[src/rtl/time_of_day_counter.sv]
// BCD hh:mm:ss time-of-day counter stepped by rising edges of a synchronized
// time-base level, with set-minutes, set-hours and pause/clear-seconds modes.
// Optional macro HOUR12_EN selects 12-hour display with AM/PM indicator;
// without it the counter runs 00..23 and pm is tied low.
module time_of_day_counter #(
   parameter int unsigned SYNC_STAGES = 2
) (
   input  logic       clk,
   input  logic       reset,
   input  logic       tick_in,
   input  logic [1:0] mode,
   output logic [3:0] sec_ones,
   output logic [2:0] sec_tens,
   output logic [3:0] min_ones,
   output logic [2:0] min_tens,
   output logic [3:0] hr_ones,
   output logic [1:0] hr_tens,
   output logic       min_tick,
   output logic       day_wrap,
   output logic       pm
);

   localparam logic [1:0] MODE_RUN     = 2'd0;
   localparam logic [1:0] MODE_SET_MIN = 2'd1;
   localparam logic [1:0] MODE_SET_HR  = 2'd2;
   localparam logic [1:0] MODE_PAUSE   = 2'd3;

   logic [SYNC_STAGES-1:0] sync_q, sync_d;
   logic                   prev_q, prev_d;
   logic [3:0]             sec_ones_q, sec_ones_d;
   logic [2:0]             sec_tens_q, sec_tens_d;
   logic [3:0]             min_ones_q, min_ones_d;
   logic [2:0]             min_tens_q, min_tens_d;
   logic [3:0]             hr_ones_q, hr_ones_d;
   logic [1:0]             hr_tens_q, hr_tens_d;
   logic                   min_tick_q, min_tick_d;
   logic                   day_wrap_q, day_wrap_d;

   logic                   step_c;
   logic [3:0]             min_inc_ones_c;
   logic [2:0]             min_inc_tens_c;
   logic                   min_wrap_c;
   logic [3:0]             hr_inc_ones_c;
   logic [1:0]             hr_inc_tens_c;
   logic                   hr_day_end_c;
`ifdef HOUR12_EN
   logic                   pm_q, pm_d;
   logic                   hr_pm_flip_c;
`endif

   assign step_c = sync_q[SYNC_STAGES-1] & ~prev_q;

   // Minutes +1 mod 60 in BCD, flagging the 59 -> 00 wrap
   always_comb begin
      min_inc_ones_c = min_ones_q + 4'd1;
      min_inc_tens_c = min_tens_q;
      min_wrap_c     = 1'b0;
      if (min_ones_q == 4'd9) begin
         min_inc_ones_c = 4'd0;
         if (min_tens_q == 3'd5) begin
            min_inc_tens_c = 3'd0;
            min_wrap_c     = 1'b1;
         end else begin
            min_inc_tens_c = min_tens_q + 3'd1;
         end
      end
   end

   // Hours +1 in the selected display format, flagging the end of the day
   always_comb begin
      hr_inc_ones_c = hr_ones_q + 4'd1;
      hr_inc_tens_c = hr_tens_q;
      hr_day_end_c  = 1'b0;
`ifdef HOUR12_EN
      hr_pm_flip_c  = 1'b0;
      if (hr_tens_q == 2'd1 && hr_ones_q == 4'd2) begin
         hr_inc_tens_c = 2'd0;
         hr_inc_ones_c = 4'd1;
      end else if (hr_tens_q == 2'd1 && hr_ones_q == 4'd1) begin
         // 11 -> 12 flips AM/PM; leaving 11 PM is the end of the day
         hr_inc_ones_c = 4'd2;
         hr_pm_flip_c  = 1'b1;
         hr_day_end_c  = pm_q;
      end else if (hr_ones_q == 4'd9) begin
         hr_inc_ones_c = 4'd0;
         hr_inc_tens_c = hr_tens_q + 2'd1;
      end
`else
      if (hr_tens_q == 2'd2 && hr_ones_q == 4'd3) begin
         hr_inc_tens_c = 2'd0;
         hr_inc_ones_c = 4'd0;
         hr_day_end_c  = 1'b1;
      end else if (hr_ones_q == 4'd9) begin
         hr_inc_ones_c = 4'd0;
         hr_inc_tens_c = hr_tens_q + 2'd1;
      end
`endif
   end

   // Next-state: synchronizer shift, mode-dependent digit update, pulses
   always_comb begin
      sync_d     = {sync_q[SYNC_STAGES-2:0], tick_in};
      prev_d     = sync_q[SYNC_STAGES-1];
      sec_ones_d = sec_ones_q;
      sec_tens_d = sec_tens_q;
      min_ones_d = min_ones_q;
      min_tens_d = min_tens_q;
      hr_ones_d  = hr_ones_q;
      hr_tens_d  = hr_tens_q;
      min_tick_d = 1'b0;
      day_wrap_d = 1'b0;
`ifdef HOUR12_EN
      pm_d       = pm_q;
`endif
      case (mode)
         MODE_RUN: begin
            if (step_c) begin
               if (sec_ones_q != 4'd9) begin
                  sec_ones_d = sec_ones_q + 4'd1;
               end else begin
                  sec_ones_d = 4'd0;
                  if (sec_tens_q != 3'd5) begin
                     sec_tens_d = sec_tens_q + 3'd1;
                  end else begin
                     sec_tens_d = 3'd0;
                     min_tick_d = 1'b1;
                     min_ones_d = min_inc_ones_c;
                     min_tens_d = min_inc_tens_c;
                     if (min_wrap_c) begin
                        hr_ones_d  = hr_inc_ones_c;
                        hr_tens_d  = hr_inc_tens_c;
                        day_wrap_d = hr_day_end_c;
`ifdef HOUR12_EN
                        pm_d       = pm_q ^ hr_pm_flip_c;
`endif
                     end
                  end
               end
            end
         end
         MODE_SET_MIN: begin
            if (step_c) begin
               min_ones_d = min_inc_ones_c;
               min_tens_d = min_inc_tens_c;
            end
         end
         MODE_SET_HR: begin
            if (step_c) begin
               hr_ones_d = hr_inc_ones_c;
               hr_tens_d = hr_inc_tens_c;
`ifdef HOUR12_EN
               pm_d      = pm_q ^ hr_pm_flip_c;
`endif
            end
         end
         MODE_PAUSE: begin
            sec_ones_d = 4'd0;
            sec_tens_d = 3'd0;
         end
      endcase
   end

   // State register with synchronous reset to start of day
   always_ff @(posedge clk) begin
      if (reset) begin
         sync_q     <= '0;
         prev_q     <= 1'b0;
         sec_ones_q <= 4'd0;
         sec_tens_q <= 3'd0;
         min_ones_q <= 4'd0;
         min_tens_q <= 3'd0;
         min_tick_q <= 1'b0;
         day_wrap_q <= 1'b0;
`ifdef HOUR12_EN
         hr_ones_q  <= 4'd2;
         hr_tens_q  <= 2'd1;
         pm_q       <= 1'b0;
`else
         hr_ones_q  <= 4'd0;
         hr_tens_q  <= 2'd0;
`endif
      end else begin
         sync_q     <= sync_d;
         prev_q     <= prev_d;
         sec_ones_q <= sec_ones_d;
         sec_tens_q <= sec_tens_d;
         min_ones_q <= min_ones_d;
         min_tens_q <= min_tens_d;
         hr_ones_q  <= hr_ones_d;
         hr_tens_q  <= hr_tens_d;
         min_tick_q <= min_tick_d;
         day_wrap_q <= day_wrap_d;
`ifdef HOUR12_EN
         pm_q       <= pm_d;
`endif
      end
   end

   assign sec_ones = sec_ones_q;
   assign sec_tens = sec_tens_q;
   assign min_ones = min_ones_q;
   assign min_tens = min_tens_q;
   assign hr_ones  = hr_ones_q;
   assign hr_tens  = hr_tens_q;
   assign min_tick = min_tick_q;
   assign day_wrap = day_wrap_q;
`ifdef HOUR12_EN
   assign pm       = pm_q;
`else
   assign pm       = 1'b0;
`endif

endmodule

[config.mk]
export PLATFORM = sky130hd
export DESIGN_NAME = time_of_day_counter
export DESIGN_NICKNAME = d
export VERILOG_FILES = /design/src/rtl/time_of_day_counter.sv
export SDC_FILE = /design/constraint.sdc
export NUM_CORES = 1
export LEC_CHECK = 0
export CORE_MARGIN = 2
export CORE_UTILIZATION = 49
export CTS_CLUSTER_SIZE = 30
export DETAILED_ROUTE_END_ITERATION = 8
export GPL_TIMING_DRIVEN = 0
export MAX_ROUTING_LAYER = met4
export PLACE_DENSITY = 0.85
export SLEW_MARGIN = 10
export SYNTH_ARGS = -nofsm -noshare
export SYNTH_HDL_FRONTEND = slang
export SYNTH_SLANG_ARGS = --single-unit
export TNS_END_PERCENT = 50
[constraint.sdc]
create_clock -name clk -period 1.9 [get_ports clk]
set_input_delay 0.285 -clock clk [delete_from_list [all_inputs] [get_ports clk]]
set_output_delay 0.285 -clock clk [all_outputs]
set_load 0.05 [all_outputs]
==> results.py <==
metrics = {
    "run_status": {
        "status": "finished, final reports clean",
    },
    "worst_setup_path": {
        "worstSetupEndpointType": "output port",
        "critical_path.top_delay_family": "buffers and inverters",
        "crit_cells": 1,
        "crit_required_ns": 1.62,
        "cpMaxStageDelayCell": "clkdlybuf4s50_1",
        "cp_slowest_stage_delay_ns": 0.82,
        "reg2reg_depth": 7,
        "crit_type": "flip-flop to output port",
        "critPathBufInv": 1,
        "path_max_fanout": 4,
        "crit_chain": "clkdlybuf4s50_1",
        "start_kind": "flip-flop",
        "critPathArrivalTime_ns": 1.55,
    },
    "route": {
        "wire_per_inst_um": 13.7,
        "drc": 0,
        "antenna_left": 0,
        "wl_um": 2770,
        "first_pass_iters": 4,
        "drt_iter0_drc": 21,
        "vias": 1184,
        "viasPerCell": 5.86,
    },
    "timing": {
        "fin_crit_sh_pct": 96.8,
        "min_period_ns": 1.84,
        "skew_ns": 0.00304,
        "worstMarginPinSlew_ns": 0.507,
        "rsz0062_at_grt": "yes",
        "finalSetupViolations": 0,
        "hold_viol": 0,
        "drv_slew": 0,
        "relSlewSlack_pct": 66.1,
        "max_clock_freq_mhz": 544,
    },
    "clocking": {
        "clk_path_buf_depth": 2,
        "root_buffer": "clkbuf_4",
        "clock_sink_count": 25,
        "htreeDepth": 1,
        "clk_pin_slew_ns": 0.14,
        "worst_skew_pair.late_latency_ns": 0.32,
        "cts_buffers": 3,
        "cts_hold_buf": 0,
        "cts_tree": "done",
    },
    "yosys": {
        "syn_inst": 142,
        "synth_area_leaders": "dfxtp_1 40%, a21oi_1 6.0%, ha_1 4.0%",
        "synth.largest_area_cell": "dfxtp_1",
        "synthDominantCellAreaShare_pct": 40.2,
        "syn_area_sq_um": 1250,
        "ys_seq_area_share_pct": 40.2,
        "synth-async-reset-ratio_pct": 0,
        "synth_edf_count": 0,
        "synth.yosys.warnings": 0,
        "synthesis.nets": 151,
        "ys_types": 38,
        "avgSynthCellArea_sq_um": 8.78,
        "synth_seq_cells": 25,
        "ys.flop_type": "dfxtp_1",
    },
    "die": {
        "io_pins": 28,
        "dieWidth_um": 54.4,
        "rows": 18,
        "initial_utilization_pct": 51.2,
        "core_sq_um": 2430,
        "die_h_um": 54.4,
        "dieArea_sq_um": 2960,
    },
    "global_routing": {
        "grt_max_degree": 15,
        "overflow": 0,
        "antenna_found_initial": 0,
        "grt_pass1_wl_um": 4400,
        "grt_pass1_vias": 1010,
        "grt.total_usage_pct": 20.7,
    },
    "cells_and_area": {
        "fill_cells": 203,
        "final_cells": 202,
        "drive_gt1_share_pct": 13.4,
        "multi_input_area_sq_um": 716,
        "seqCellArea_sq_um": 512,
        "finalNetCount": 182,
        "n_antenna_cell": 0,
        "final_core_util_pct": 66.2,
        "synthToLayoutAreaGrowth_pct": 29.2,
        "postLayoutCellArea_sq_um": 1610,
    },
    "power_and_ir_drop": {
        "p_total_w": 0.000829,
        "ir_worst_vdd_mv": 0.442,
        "power_density_nw_per_um2": 515,
        "cellLeakagePower_nw": 0.644,
    },
    "min_path": {
        "hp-class": "primary input to flip-flop",
        "hold_depth": 2,
    },
    "placement": {
        "place_area_sq_um": 1530,
        "gp_congestion": 0.803,
        "dpl.cell_count": 196,
        "dp_hpwl_um": 1970,
        "io_buffers": 24,
    },
    "run": {
        "cap_violations": 0,
    },
}
[power breakdown]
group | internal, W | switching, W | leakage, nW
Sequential | 0.000527 | 0.00000369 | 0.206
Combinational | 0.0000204 | 0.0000400 | 0.420
Clock | 0.0000788 | 0.000159 | 0.0177
Total | 0.000626 | 0.000203 | 0.644
[cell type report]
| cell class | instances | area share (%) |
|---|---|---|
| inverter | 6 | 1.40 |
| clock buffer | 3 | 1.40 |
| tap | 30 | 2.33 |
| timing repair buffer | 26 | 16.3 |
| clock inverter | 1 | 0.311 |
| multi-input combinational | 104 | 44.4 |
| buffer | 7 | 2.02 |
| sequential | 25 | 31.8 |
[synth_stat cells (4+ instances only)]
cell / count
dfxtp_1: 25
nand3_1: 4
o21ai_0: 10
clkbuf_1: 5
a21oi_1: 15
nor3_1: 4
nor2b_1: 7
or4_1: 5
nand2_1: 8
ha_1: 4
or3_1: 4
inv_1: 6
nor2_1: 7
[logic make-up (layout without fill, tap and decap cells)]
group                    Yosys count  in the layout  synth area share (%)
multiplexers                       4              4                  3.41
XOR/XNOR                           1              1                 0.703
AND/OR/NAND/NOR                   56             56                  28.7
other                              1              1                 0.301
flip-flops                        25             25                  40.2
adder cells (fa/ha/maj)            4              4                  4.02
buffers and inverters             13             43                  4.32
AO/OA/AOI/OAI                     38             38                  18.4
[path summary, 6_finish.rpt]
path	slack, ns	end	start
worst max-delay path	0.06	sec_tens[0]	sec_tens[0]
worst min-delay path	0.37	min_tick	reset
worst max register to register	0.10	min_ones[2]	sec_ones[1]
worst min register to register	0.45	sync_q[1]	sync_q[0]
[routing by layer]
layer | wire length (um) | up-vias | share of wire [%] | global-route usage [%]
li1 | - | 579 | - | -
met1 | 1240 | 563 | 45 | 26.7
met2 | 1380 | 38 | 50 | 32.7
met3 | 121 | 4 | 4.4 | 2.73
met4 | 29 | 0 | 1.0 | 8.33
met5 | 0 | - | 0 | -
[timing repair]
item | CTS | global route
setup buffers | 0 | 2
pin swaps | 0 | 1
endpoints found under the setup margin | 11 | 13
gates resized for setup | 6 | 11
hold endpoints to repair | 0 | 0
[sequential cells by signal, indices dropped and copies added (netlist names)]
name / count
day_wrap: 1
sec_ones: 4
sec_tens: 3
min_tens: 3
sync_q: 2
prev_q: 1
hr_ones: 4
min_ones: 4
min_tick: 1
hr_tens: 2
[metrics by stage]
stage / setup slack (ns) / hold WS, ns / setup TNS, ns
5_1_grt: -0.00261 / 0.412 / -0.00261
2_1_floorplan: -0.0103 / 0.413 / -0.0103
3_5_place_dp: -0.444 / 0.434 / -2.77
6_report: 0.0604 / 0.373 / 0
4_1_cts: -0.0195 / 0.366 / -0.0195
3_3_place_gp: -0.415 / 0.429 / -2.15
[placed cells by master, fill, tap and decap left out, drive strengths merged, types with 3 or more instances in the layout]
cell	instances
inv	6
clkdlybuf4s50	15
a21oi	15
dfxtp	25
ha	4
o31ai	3
nor2	7
nor3b	3
dlygate4sd2	4
or4	5
nand3	4
a21o	3
and3b	3
nor2b	7
dlymetal6s2s	5
clkbuf	7
or3	4
buf	5
o21ai	10
nand2	8
nor3	4
Power figures use the tool's default switching activity.
